$ cat src/rtl/mem_stage_access_pkg.sv
// Shared types and constants for the MEM-stage data-memory access controller.
package mem_stage_access_pkg;

    localparam logic [2:0] F3_B  = 3'b000;
    localparam logic [2:0] F3_H  = 3'b001;
    localparam logic [2:0] F3_W  = 3'b010;
    localparam logic [2:0] F3_BU = 3'b100;
    localparam logic [2:0] F3_HU = 3'b101;

    typedef enum logic [1:0] {
        S_IDLE = 2'd0,
        S_WAIT = 2'd1,
        S_RESP = 2'd2
    } state_e;

    localparam logic [3:0] BE_B0  = 4'b0001;
    localparam logic [3:0] BE_LO  = 4'b0011;
    localparam logic [3:0] BE_HI  = 4'b1100;
    localparam logic [3:0] BE_ALL = 4'b1111;

    // Unsigned load codes have no store counterpart, so they are illegal for stores.
    function automatic logic access_legal(input logic       is_store,
                                          input logic [2:0] f3,
                                          input logic [1:0] lo);
        logic ok;
        case (f3)
            F3_B:    ok = 1'b1;
            F3_H:    ok = ~lo[0];
            F3_W:    ok = (lo == 2'b00);
            F3_BU:   ok = ~is_store;
            F3_HU:   ok = ~is_store & ~lo[0];
            default: ok = 1'b0;
        endcase
        return ok;
    endfunction

endpackage

$ cat src/rtl/mem_stage_access_load_align.sv
// Selects the addressed byte/half of a read word, shifts it to bit 0 and
// sign- or zero-extends it according to funct3.
module mem_stage_access_load_align
    import mem_stage_access_pkg::*;
(
    input  logic [31:0] word_i,
    input  logic [1:0]  addr_lo_i,
    input  logic [2:0]  funct3_i,
    output logic [31:0] result_o
);

    logic [7:0]  byte_sel;
    logic [15:0] half_sel;

    always_comb begin
        case (addr_lo_i)
            2'b00:   byte_sel = word_i[7:0];
            2'b01:   byte_sel = word_i[15:8];
            2'b10:   byte_sel = word_i[23:16];
            default: byte_sel = word_i[31:24];
        endcase
        half_sel = addr_lo_i[1] ? word_i[31:16] : word_i[15:0];

        case (funct3_i)
            F3_B:    result_o = {{24{byte_sel[7]}}, byte_sel};
            F3_H:    result_o = {{16{half_sel[15]}}, half_sel};
            F3_BU:   result_o = {24'h0, byte_sel};
            F3_HU:   result_o = {16'h0, half_sel};
            default: result_o = word_i;
        endcase
    end

endmodule

$ cat src/rtl/mem_stage_access.sv
// MEM-stage data-memory access controller: turns EX/MEM loads/stores into a
// req/ack memory transaction and stalls the pipeline until it completes.
//
// state  | meaning
// S_IDLE | nothing outstanding; a legal access starts, an illegal one faults
// S_WAIT | request held on the memory port until ack or timeout
// S_RESP | load result / timeout reported for one cycle, pipeline released
module mem_stage_access
    import mem_stage_access_pkg::*;
#(
    parameter int unsigned TIMEOUT = 255
) (
    input  logic        clk_i,
    input  logic        rst_i,
    input  logic        MemRead_i,
    input  logic        MemWrite_i,
    input  logic [2:0]  funct3_i,
    input  logic [31:0] addr_i,
    input  logic [31:0] wdata_i,
    output logic        mem_req_o,
    output logic        mem_we_o,
    output logic [31:0] mem_addr_o,
    output logic [3:0]  mem_be_o,
    output logic [31:0] mem_wdata_o,
    input  logic        mem_ack_i,
    input  logic [31:0] mem_rdata_i,
    output logic        stall_o,
    output logic [31:0] rdata_o,
    output logic        rdata_valid_o,
    output logic        fault_o,
    output logic        timeout_o
);

    // Down-counter holds the remaining WAIT cycles after the current one.
    localparam int unsigned CNT_W = (TIMEOUT < 2) ? 1 : $clog2(TIMEOUT);

    state_e           state_q, state_d;
    logic [31:0]      addr_q, wdata_q, rdata_q;
    logic [31:0]      wdata_d, rdata_d;
    logic [3:0]       be_q, be_d;
    logic [2:0]       funct3_q;
    logic             we_q;
    logic [CNT_W-1:0] cnt_q;
    logic             fault_q, timeout_q, rdata_valid_q;
    logic             acc, legal, start, ack_hit, tmo_hit;

    assign acc     = MemRead_i | MemWrite_i;
    assign legal   = access_legal(MemWrite_i, funct3_i, addr_i[1:0]);
    assign start   = ~rst_i & acc & legal & (state_q == S_IDLE);
    assign ack_hit = (state_q == S_WAIT) & mem_ack_i;
    assign tmo_hit = (state_q == S_WAIT) & ~mem_ack_i & (cnt_q == '0);

    always_ff @(posedge clk_i) begin
        if (rst_i) begin
            state_q <= S_IDLE;
        end else begin
            state_q <= state_d;
        end
    end

    always_comb begin
        state_d = state_q;
        case (state_q)
            S_IDLE:  if (start) state_d = S_WAIT;
            S_WAIT:  if (ack_hit || tmo_hit) state_d = S_RESP;
            S_RESP:  state_d = S_IDLE;
            default: state_d = S_IDLE;
        endcase
    end

    always_comb begin
        mem_req_o = (state_q == S_WAIT);
        stall_o   = start | (state_q == S_WAIT);
    end

    always_comb begin
        be_d    = BE_ALL;
        wdata_d = wdata_i;
        if (MemWrite_i) begin
            case (funct3_i)
                F3_B: begin
                    be_d    = BE_B0 << addr_i[1:0];
                    wdata_d = {4{wdata_i[7:0]}};
                end
                F3_H: begin
                    be_d    = addr_i[1] ? BE_HI : BE_LO;
                    wdata_d = {2{wdata_i[15:0]}};
                end
                default: ;
            endcase
        end
    end

    mem_stage_access_load_align u_load_align (
        .word_i    (mem_rdata_i),
        .addr_lo_i (addr_q[1:0]),
        .funct3_i  (funct3_q),
        .result_o  (rdata_d)
    );

    always_ff @(posedge clk_i) begin
        if (rst_i) begin
            addr_q        <= '0;
            wdata_q       <= '0;
            be_q          <= '0;
            we_q          <= 1'b0;
            funct3_q      <= '0;
            cnt_q         <= '0;
            rdata_q       <= '0;
            fault_q       <= 1'b0;
            timeout_q     <= 1'b0;
            rdata_valid_q <= 1'b0;
        end else begin
            fault_q       <= (state_q == S_IDLE) & acc & ~legal;
            timeout_q     <= tmo_hit;
            rdata_valid_q <= ack_hit & ~we_q;
            if (start) begin
                addr_q   <= addr_i;
                wdata_q  <= wdata_d;
                be_q     <= be_d;
                we_q     <= MemWrite_i;
                funct3_q <= funct3_i;
                cnt_q    <= CNT_W'(TIMEOUT - 1);
            end else if (state_q == S_WAIT && cnt_q != '0) begin
                cnt_q <= cnt_q - 1'b1;
            end
            if (ack_hit && !we_q) begin
                rdata_q <= rdata_d;
            end else if (tmo_hit) begin
                rdata_q <= '0;
            end
        end
    end

    assign mem_we_o      = we_q;
    assign mem_addr_o    = {addr_q[31:2], 2'b00};
    assign mem_be_o      = be_q;
    assign mem_wdata_o   = wdata_q;
    assign rdata_o       = rdata_q;
    assign rdata_valid_o = rdata_valid_q;
    assign fault_o       = fault_q;
    assign timeout_o     = timeout_q;

endmodule

$ cat config.mk
export PLATFORM = sky130hd
export DESIGN_NAME = mem_stage_access
export DESIGN_NICKNAME = d
export VERILOG_FILES = /design/src/rtl/mem_stage_access_pkg.sv /design/src/rtl/mem_stage_access_load_align.sv /design/src/rtl/mem_stage_access.sv
export SDC_FILE = /design/constraint.sdc
export NUM_CORES = 1
export LEC_CHECK = 0
export ABC_AREA = 1
export CAP_MARGIN = 20
export CORE_ASPECT_RATIO = 0.8
export CORE_MARGIN = 2
export CORE_UTILIZATION = 41
export DETAILED_ROUTE_END_ITERATION = 8
export PLACE_DENSITY = 0.87
export SLEW_MARGIN = 5
export SYNTH_ARGS = -nofsm -noshare
export SYNTH_HDL_FRONTEND = slang
export SYNTH_HIERARCHICAL = 1
export SYNTH_SLANG_ARGS = --single-unit
$ cat constraint.sdc
create_clock -name clk_i -period 1.4 [get_ports clk_i]
set_input_delay 0.28 -clock clk_i [delete_from_list [all_inputs] [get_ports clk_i]]
set_output_delay 0.28 -clock clk_i [all_outputs]
set_load 0.05 [all_outputs]
==> run metrics <==
Detailed Route WL 22.4 mm; layout cell share with drive strength beyond 1 33.4%; vias in the first global route 6,481; hold buffers post-CTS 0; synthesized cell area 6050 sq um; die height 113 um; wire per inst 17.4 um; worst skew pair latency 0.42 ns; unrepaired setup endpoints after global routing yes; Max transition margin 41.0%; Die Area 15,800 sq um; Vias/cell 5.22; via count 6,728; Max VDD drop 0.000953 V; Tcrit/Tclk final 120%; H-tree depth 4; mux share of post-synthesis cell area 0%; post-synthesis simple-gate area fraction 31.5%; Worst Setup End Kind flip-flop; Seq/Total Area, Yosys 38.7%; Post-Place Cells 1,217; Synth Area in Compound Gates 16.8%; Hold Path End fault_o; gp weighted congestion 0.891; Yosys cell types 30; area share of fa/ha/maj cells after synthesis 0.413%; total CTS buffers 17; I/O pin total 210; Worst Hold Depth 5; measured slew at the worst slew-check pin 0.885 ns; Worst Path Class, Setup in -> reg; total track usage 26.3%; top_reg_cell synth dfxtp_1; Mapped Avg Cell Area 7.03 sq um; yosys warns 6; crit path DAT 2.02 ns; final count of negative-setup-slack endpoints 118; Starting Density 42.2%; Final Max Tran Viols 0; Clock Tree Buf Depth 2; Critical Path RT 1.74 ns; CTS tree yes; Layout area overhead 78.8%; commonest non-fill, non-tap cell in the layout nand2_1; r2r endpoint addr_q[10]; hold wc startpoint rst_i; final worst slack -0.279 ns; Post-synth EDFFs 0; asr flop ratio synth 0%; Setup crit start kind input port; Final min period 1.68 ns; fmax 596 MHz; Pre-Repair DR Iteration Count 6; Finished Layout Cells 1,288; R2R Setup Slk -0.25 ns; #FFs+latches synth 117; status finished, violations left; first-pass GRT wire length 32.8 mm; DRT iter0 DRCs 687; HP Class in -> reg; Leakage Power 4.44 nW; Cells after Synth 861; largest family of logic cells by synthesized area simple AND/OR/NAND/NOR gates; clock sinks 117; worst-path fanout max 12; hold slack 0.309 ns; Post-DP HPWL 14.1 mm; Worst R2R Start state_q[1]; Max Cap Viol 0; Hold Vio Cnt, Final 0; Rows 39; FF-to-FF path depth 10; nets@finish 1,194; core region area 14,300 sq um; CTS clk-pin slew, worst paths 0.05 ns; most frequent cells in the layout nand2_1 (263), buf_12 (119), dfxtp_1 (114); clock root buffer clkbuf_16; Congestion Overflow GR 0; PD cells 1010 nW/um^2; die width 140 um; xor/xnor share of the synthesized area 0%; initial antenna violation count 2; clk_skew 0.00903 ns; Design Power 10.9 mW; failing checks setup timing; Routed Antenna Nets 0; largest net degree at the start of global routing 60; # DRC 0; I/O Buffers 207
[cell usage after synthesis (2+ instances only)]
| cell type | n | area (sq um) |
|---|---|---|
| nand3_1 | 25 | 125 |
| clkbuf_1 | 18 | 67.6 |
| nand3_2 | 12 | 120 |
| inv_1 | 37 | 139 |
| o21ai_0 | 59 | 295 |
| nor3_1 | 4 | 20.0 |
| nor2_4 | 3 | 33.8 |
| nor2_2 | 2 | 12.5 |
| o21ai_1 | 15 | 75.1 |
| nand3_4 | 2 | 35.0 |
| nand2_2 | 31 | 194 |
| nand4_1 | 2 | 12.5 |
| nand2_1 | 282 | 1060 |
| buf_2 | 17 | 85.1 |
| inv_2 | 11 | 41.3 |
| ha_1 | 2 | 25.0 |
| a21oi_2 | 34 | 298 |
| buf_4 | 34 | 255 |
| dfxtp_1 | 117 | 2340 |
| a21oi_1 | 64 | 320 |
| buf_6 | 15 | 169 |
| nor2_1 | 67 | 251 |
[report_power, final]
group / switching, mW / internal [mW] / leakage (nW) / total [mW]
Clock: 1.54 / 3.16 / 0.306 / 4.70
Sequential: 0.150 / 3.47 / 0.951 / 3.62
Combinational: 1.33 / 1.25 / 3.19 / 2.59
[cells by family (layout without fill, tap and decap cells)]
family / after synthesis / in the layout
AO/OA/AOI/OAI: 176 / 176
buffers and inverters: 132 / 371
flip-flops: 117 / 117
other: 1 / 5
AND/OR/NAND/NOR: 433 / 433
adder cells (fa/ha/maj): 2 / 2
[metal layers]
layer / share of wire (%) / GRT usage (%) / vias up
met3: 9.7 / 10.5 / 62
li1: - / - / 3192
met1: 38 / 30.6 / 3105
met5: 0 / 0 / -
met4: 3.4 / 10.9 / 0
met2: 48 / 43.4 / 369
[critical path, stage by stage]
cell	delay, ns
clkdlybuf4s50_1	0.45
inv_2	0.13
nand3_1	0.08
nand2_1	0.12
nand3_4	0.10
buf_4	0.15
buf_12	0.14
inv_12	0.08
bufbuf_16	0.29
nand2_2	0.06
a21oi_2	0.12
[state kept, by name (all words and copies together), names as in the netlist, 2 cells and up]
register and flops:
mem_wdata_o 32, rdata_o 32, cnt_q 8, addr_q 32, mem_be_o 4, funct3_q 3, state_q 2
[worst max path at each step]
stage	startpoint	end	slack, ns	cells past startpoint
2_1_floorplan	state_q[0]	cnt_q[1]	-0.04	7
3_3_place_gp	funct3_i[0]	mem_wdata_o[16]	-0.53	9
3_5_place_dp	MemWrite_i	mem_wdata_o[29]	-0.62	9
4_1_cts	state_q[0]	stall_o	-0.29	6
5_1_grt	funct3_i[2]	cnt_q[5]	-0.32	11
6_report	funct3_i[2]	addr_q[10]	-0.28	11
[through the flow]
step / area, sq um / setup TNS, ns / utilization, % / setup slack, ns
floorplan: 6080 / -0.0980 / - / -0.0353
global placement: 9330 / -46.04 / 65.0 / -0.532
detailed placement: 9330 / -51.14 / 65.0 / -0.620
CTS: 10400 / -13.54 / 72.7 / -0.294
global route: 10800 / -28.76 / 75.4 / -0.323
finish: 10800 / -22.73 / 75.4 / -0.279
[cell type report]
class / count / area [sq um]
Timing Repair Buffer: 291 / 4250
Fill cell: 906 / 3520
Multi-Input combinational cell: 613 / 3160
Sequential cell: 117 / 2350
Clock buffer: 24 / 492
Tap cell: 184 / 230
Inverter: 48 / 195
Clock inverter: 8 / 145
Antenna cell: 3 / 7.51
[timing repair]
| item | in CTS | in global routing |
|---|---|---|
| hold endpoints to repair | 0 | 0 |
| pin swaps | 8 | 23 |
| gates cloned | 10 | 4 |
| resized for setup | 30 | 99 |
| setup buffers | 10 | 15 |
| setup endpoints to repair | 112 | 116 |
Power figures use the tool's default switching activity.
==> RTL change 1: new RTL, config.mk and constraints unchanged <==
The parameter `TIMEOUT` goes from 255 to 510.
--- a/src/rtl/mem_stage_access.sv
+++ b/src/rtl/mem_stage_access.sv
@@ -8,7 +8,7 @@
 module mem_stage_access
     import mem_stage_access_pkg::*;
 #(
-    parameter int unsigned TIMEOUT = 255
+    parameter int unsigned TIMEOUT = 510
 ) (
     input  logic        clk_i,
     input  logic        rst_i,
Formal check against the unedited RTL: no difference found for any inputs over 4 cycles, from zero or initial values and one cycle with rst_i high; that may be too few to reach the edited logic, so the function may still have changed.
==> RTL change 1 against the unedited design <==
  * The run still ends with negative setup slack left
  * Routed wire length grew 20%
  * Total power up 5.3%
  * Synthesized area fell by 4.9%
  * Global-route usage grew 3.5 points
  * Synthesized cell count decreased by 3.7%
  * Sequential share of layout area decreased by 0.48 points
  * Final area is 3.4% higher
  * Sequential cell count rose by 1
  * Worst setup slack worse by 0.11 ns
  * Critical endpoint is now stall_o
  * Largest cell class unchanged
==> RTL change 1: results (changes against the unedited design) <==
| Metric | Value |
|---|---|
| Status | `finished, violations left` |
| Failing checks | `negative setup slack` |
| Clock Skew | `0.0173 ns (+0.00827 ns)` |
| CP startpoint | `state_q[1]` |
| GP Congestion | `0.891 (about the same)` |
| Peak VDD IR | `1.04 mV (+8.9%)` |
| Asr flop ratio synth | `0% (unchanged)` |
| Pin count of the biggest net entering global routing | `70 (+17%)` |
| WL/cell | `21.6 µm (+24%)` |
| CP max-delay cell | `dfxtp_4` |
| Inserted Clock Buffers | `17 (unchanged)` |
| NetSw | `3.59 mW (+19%)` |
| DRT iter0 DRCs | `831 (+21%)` |
| Setup TNS Final | `-19.73 ns (+3.00 ns)` |
| Setup violations, final | `116 (-1.7%)` |
| Nets | `1160 (-2.8%)` |
| Register Area | `2370 µm² (+1.1%)` |
| Detailed Place HPWL | `14000 µm (-0.16%)` |
| Final wirelength | `27000 µm (+20%)` |
| Via count | `7100 (+5.5%)` |
| First-pass DRT Iterations | `6 (unchanged)` |
| Area post-placement | `9100 µm² (-2.5%)` |
| LEAKAGE | `4.62 nW (+3.9%)` |
| Area contributors post-synth | `dfxtp_1 41%, nand2_1 17%, a21oi_1 11%` |
| First-pass GRT wire length | `34600 µm (+5.6%)` |
| Sequential share of the synthesized area | `41.0% (+2.3 points)` |
| Pre-CTS WS | `-0.692 ns (-0.0720 ns)` |
| # fillers | `704 (-22%)` |
| R2R Setup Slk | `-0.31 ns (-0.06 ns)` |
| Hold Path Class | `in2reg` |
| Vias in the first global route | `6615 (+2.1%)` |
| Data arrival, critical path | `1.51 ns (-0.51 ns)` |
| Initial antenna violation count | `2 (unchanged)` |
| Hold path endpoint | `fault_o` |
| H-tree depth | `4 (unchanged)` |
| Post-synth top flop | `dfxtp_1` |
| FF-to-FF path depth | `9 (-1)` |
| Slack of the critical path | `-0.389 ns (-0.110 ns)` |
| Synth unique cells | `29 (-3.3%)` |
| Syn. warnings | `6 (unchanged)` |
| CTS Root Cell | `clkbuf_16` |
| Share of layout cells above drive strength 1 | `40.4% (+7.0 points)` |
| Post-Synthesis Cells | `829 (-3.7%)` |
| Clk_lat worst skew | `0.42 ns (about the same)` |
| Worst-path clk slew | `0.06 ns` |
| Slew HR | `20.1% (-21 points)` |
| CP Max Fanout | `2 (-10)` |
| RR Endpoint | `addr_q[13]` |
| Hold Slack | `0.321 ns (+0.0117 ns)` |
| GRT Resource Usage Total | `29.8% (+3.5 points)` |
| Post-synth top cells | `258 x nand2_1, 126 x a21oi_1, 118 x dfxtp_1` |
| Port Buffer Count | `207 (unchanged)` |
| Max incr delay on CP | `0.35 ns (-0.10 ns)` |
## RTL change 1: changes by cell type in the layout (fill, tap and decap cells not counted), sizes merged, moves of 2 or more
| cell | change |
|---|---|
| a21oi | +31 |
| clkbuf | -2 |
| clkdlybuf4s50 | -3 |
| clkinvlp | +2 |
| dlygate4sd2 | +4 |
| nand2 | -54 |
| nand3b | +2 |
| nor2 | -24 |
| nor3 | -4 |
| o21ai | +16 |
## RTL change 1: logic make-up (layout without fill, tap and decap cells)
group / after synthesis / after routing / synth area share, %
XOR/XNOR: 1 / 1 / 0.152
AO/OA/AOI/OAI: 221 / 221 / 19.4
other: 1 / 4 / 0.0651
adder cells (fa/ha/maj): 1 / 1 / 0.217
AND/OR/NAND/NOR: 354 / 355 / 26.3
flip-flops: 118 / 118 / 41.0
buffers and inverters: 133 / 370 / 12.8
## RTL change 1: what timing repair did
action	in CTS	in global routing
endpoints found under the setup margin	115	117
pin swaps	13	36
resized for setup	93	242
setup buffers	21	5
cloned	11	3
## RTL change 1: layout make-up
type	count	area share [%]
flip-flops and latches	118	21.2
well taps	180	2.01
repair buffers	289	37.2
diodes	2	0.0447
clock inverters	10	1.31
clock buffers	22	4.24
inverters	49	1.64
multi-input cells	580	32.3
## RTL change 1: power groups by stage
stage / Combinational (mW) / Clock, mW / Sequential (mW)
3_5_place_dp: 2.42 / 0 / 3.73
6_report: 3.10 / 4.67 / 3.71
4_1_cts: 2.70 / 4.59 / 3.67
2_1_floorplan: 1.05 / 0 / 3.93
3_3_place_gp: 2.37 / 0 / 3.73
5_1_grt: 3.22 / 4.82 / 3.72
## RTL change 1: metal layers
metal / vias up / share of wire [%] / GRT usage [%]
met3: 146 / 9.0 / 8.50
li1: 3128 / - / -
met2: 486 / 50 / 51.6
met4: 0 / 5.7 / 10.2
met5: - / 0 / 0
met1: 3340 / 35 / 35.6
## RTL change 1: worst max-delay path, delay by kind of cell, from the launching register on
kind | cells | cell delay [ns]
buffers and inverters | 3 | 0.35
DFF | 1 | 0.35
and+or+nand+nor | 4 | 0.39
## RTL change 1: how the worst max path moves through the flow
stage	end	slack [ns]	depth (start not counted)
after floorplan	cnt_q[7]	0.01	10
after global placement	mem_wdata_o[11]	-0.59	9
after detailed placement	mem_wdata_o[2]	-0.69	9
after CTS	stall_o	-0.32	7
after global routing	stall_o	-0.43	7
final	stall_o	-0.39	7
==> RTL change 2: new RTL, same flow settings <==
Made on the original files. Re-encode `state_e` (3 states) as one-hot, 3 bits wide.
--- a/src/rtl/mem_stage_access_pkg.sv
+++ b/src/rtl/mem_stage_access_pkg.sv
@@ -7,10 +7,10 @@
     localparam logic [2:0] F3_BU = 3'b100;
     localparam logic [2:0] F3_HU = 3'b101;
 
-    typedef enum logic [1:0] {
-        S_IDLE = 2'd0,
-        S_WAIT = 2'd1,
-        S_RESP = 2'd2
+    typedef enum logic [2:0] {
+        S_IDLE = 3'b001,
+        S_WAIT = 3'b010,
+        S_RESP = 3'b100
     } state_e;
 
     localparam logic [3:0] BE_B0  = 4'b0001;
Check against the original RTL: no difference found for any inputs over 4 cycles, from zero or initial values and one cycle with rst_i high; so few cycles prove little.
==> RTL change 2 against the unedited design <==
  * The run still ends with negative setup slack left
  * Worst setup slack lost 0.30 ns
  * Sequential cell count grew 1
  * Non-clock buffer count grew 24
  * Synthesized area shrank 0.89%
  * Utilization grew 3.5 points
  * Total power shrank 1.1%
  * Routed wire length grew 39%
  * Largest power group unchanged
  * Register-to-register slack lost 0.33 ns
  * Final area grew 4.3%
==> RTL change 2: results (changes against the unedited design) <==
| Metric | Value |
|---|---|
| Via count | `8031 (+19%)` |
| # fillers | `764 (-16%)` |
| NetSw | `3.33 mW (+10%)` |
| DR top layer | `met4` |
| Failing checks | `negative setup slack` |
| Hold Path Class | `in2reg` |
| GRT Resource Usage Total | `30.5% (+4.2 points)` |
| CP max-delay cell | `o21bai_1` |
| First-pass GRT wire length | `38100 µm (+16%)` |
| Detailed Place HPWL | `15200 µm (+8.4%)` |
| CP Max Fanout | `4 (-8)` |
| GP Congestion | `0.907 (+1.7%)` |
| Status | `finished, violations left` |
| WL met3 | `3620 µm (+67%)` |
| Hold buffers post-CTS | `0 (unchanged)` |
| Share of layout cells above drive strength 1 | `37.9% (+4.5 points)` |
| Setup TNS Final | `-34.01 ns (-11.29 ns)` |
| Area contributors post-synth | `dfxtp_1 39%, nand2_1 20%, a21oi_1 8.5%` |
| Met2 routed WL | `14100 µm (+29%)` |
| WL/cell | `23.6 µm (+35%)` |
| M1 wire length | `10700 µm (+24%)` |
| Nets | `1230 (+3.0%)` |
| Sequential share of the synthesized area | `39.4% (+0.68 points)` |
| Pin count of the biggest net entering global routing | `57 (-5.0%)` |
| Syn. warnings | `6 (unchanged)` |
| Setup violations, final | `116 (-1.7%)` |
| Peak VDD IR | `1.07 mV (+12%)` |
| Post-synth top cells | `314 x nand2_1, 118 x dfxtp_1, 102 x a21oi_1` |
| Via-to-Cell Ratio | `6.07 (+16%)` |
| Max incr delay on CP | `0.41 ns (-0.04 ns)` |
| Vias in the first global route | `7294 (+13%)` |
| Data arrival, critical path | `2.33 ns (+0.31 ns)` |
| Clk_lat worst skew | `0.44 ns (+0.02 ns)` |
| Initial antenna violation count | `3 (+1)` |
| Post-Synthesis Cells | `875 (+1.6%)` |
| DRT iter0 DRCs | `1147 (+67%)` |
| Slack of the critical path | `-0.583 ns (-0.305 ns)` |
| Clock Skew | `0.0180 ns (+0.00896 ns)` |
| Slew HR | `40.5% (-0.54 points)` |
| LEAKAGE | `4.97 nW (+12%)` |
| Top delay family on crit path | `simple AND/OR/NAND/NOR gates` |
| Placed Cells | `1258 (+3.4%)` |
## RTL change 2: cell types whose count changed after synthesis, moves of 7 or more
cell / unedited run / this run
nor2_1: 67 / 28
a21oi_1: 64 / 102
nand2_1: 282 / 314
a21oi_2: 34 / 3
nand2_2: 31 / 1
nand3_1: 25 / 51
nand4_1: 2 / 25
o21ai_0: 59 / 43
inv_1: 37 / 50
buf_4: 34 / 41
## RTL change 2: timing repair
action                     CTS  global route
gates resized for setup     63           203
setup endpoints to repair  116           118
gates cloned                 6             5
setup buffers               13            13
pin swaps                    8            50
hold endpoints to repair     0             0
## RTL change 2: cell families after synthesis
family                   after synthesis  share of synthesized area, %
AO/OA/AOI/OAI                        165                          14.3
AND/OR/NAND/NOR                      444                          32.7
flip-flops                           118                          39.4
other                                  1                        0.0625
adder cells (fa/ha/maj)                2                         0.417
buffers and inverters                145                          13.1
## RTL change 2: cell type report
type                            instances  area, µm²  area share (%)
Inverter                               59        230            2.04
Multi-Input combinational cell        613       3580            31.7
Clock buffer                           21        450            3.99
Antenna cell                            4       10.0          0.0887
Clock inverter                         10        130            1.15
Timing Repair Buffer                  315       4290            38.0
Sequential cell                       118       2370            21.0
Tap cell                              184        230            2.04
## RTL change 2: stage by stage
stage / cell area (µm²) / hold slack, ns
finish: 11300 / 0.399
global route: 11300 / 0.375
CTS: 10400 / 0.332
detailed placement: 9470 / 0.491
global placement: 9470 / 0.486
floorplan: 6010 / 0.417
## RTL change 2: per-layer routing
metal / global-route usage [%] / vias up
li1: - / 3314
met1: 37.1 / 3671
met2: 49.8 / 778
met3: 8.02 / 268
met4: 16.3 / 0
met5: 0 / -
## RTL change 2: worst min-delay path: stages
cell,delay (ns)
buf_2,0.11
inv_2,0.06
buf_4,0.21
nand2_1,0.09
inv_1,0.03
## RTL change 2: final timing paths
| check | start | endpoint | slack, ns | cells after the start |
|---|---|---|---|---|
| worst max-delay path | cnt_q[1] | cnt_q[5] | -0.58 | 8 |
| worst min-delay path | rst_i | mem_wdata_o[12] | 0.40 | 5 |
| worst max register to register | cnt_q[1] | cnt_q[5] | -0.58 | 8 |
| worst min register to register | addr_q[30] | addr_q[30] | 0.50 | 2 |
## RTL change 2: power groups by stage
stage / clock, mW / combinational [mW] / sequential [mW]
final: 4.51 / 2.67 / 3.61
after global routing: 4.65 / 2.74 / 3.62
after CTS: 4.39 / 2.25 / 3.59
after detailed placement: 0 / 2.09 / 3.65
after global placement: 0 / 2.05 / 3.65
after floorplan: 0 / 0.971 / 3.77
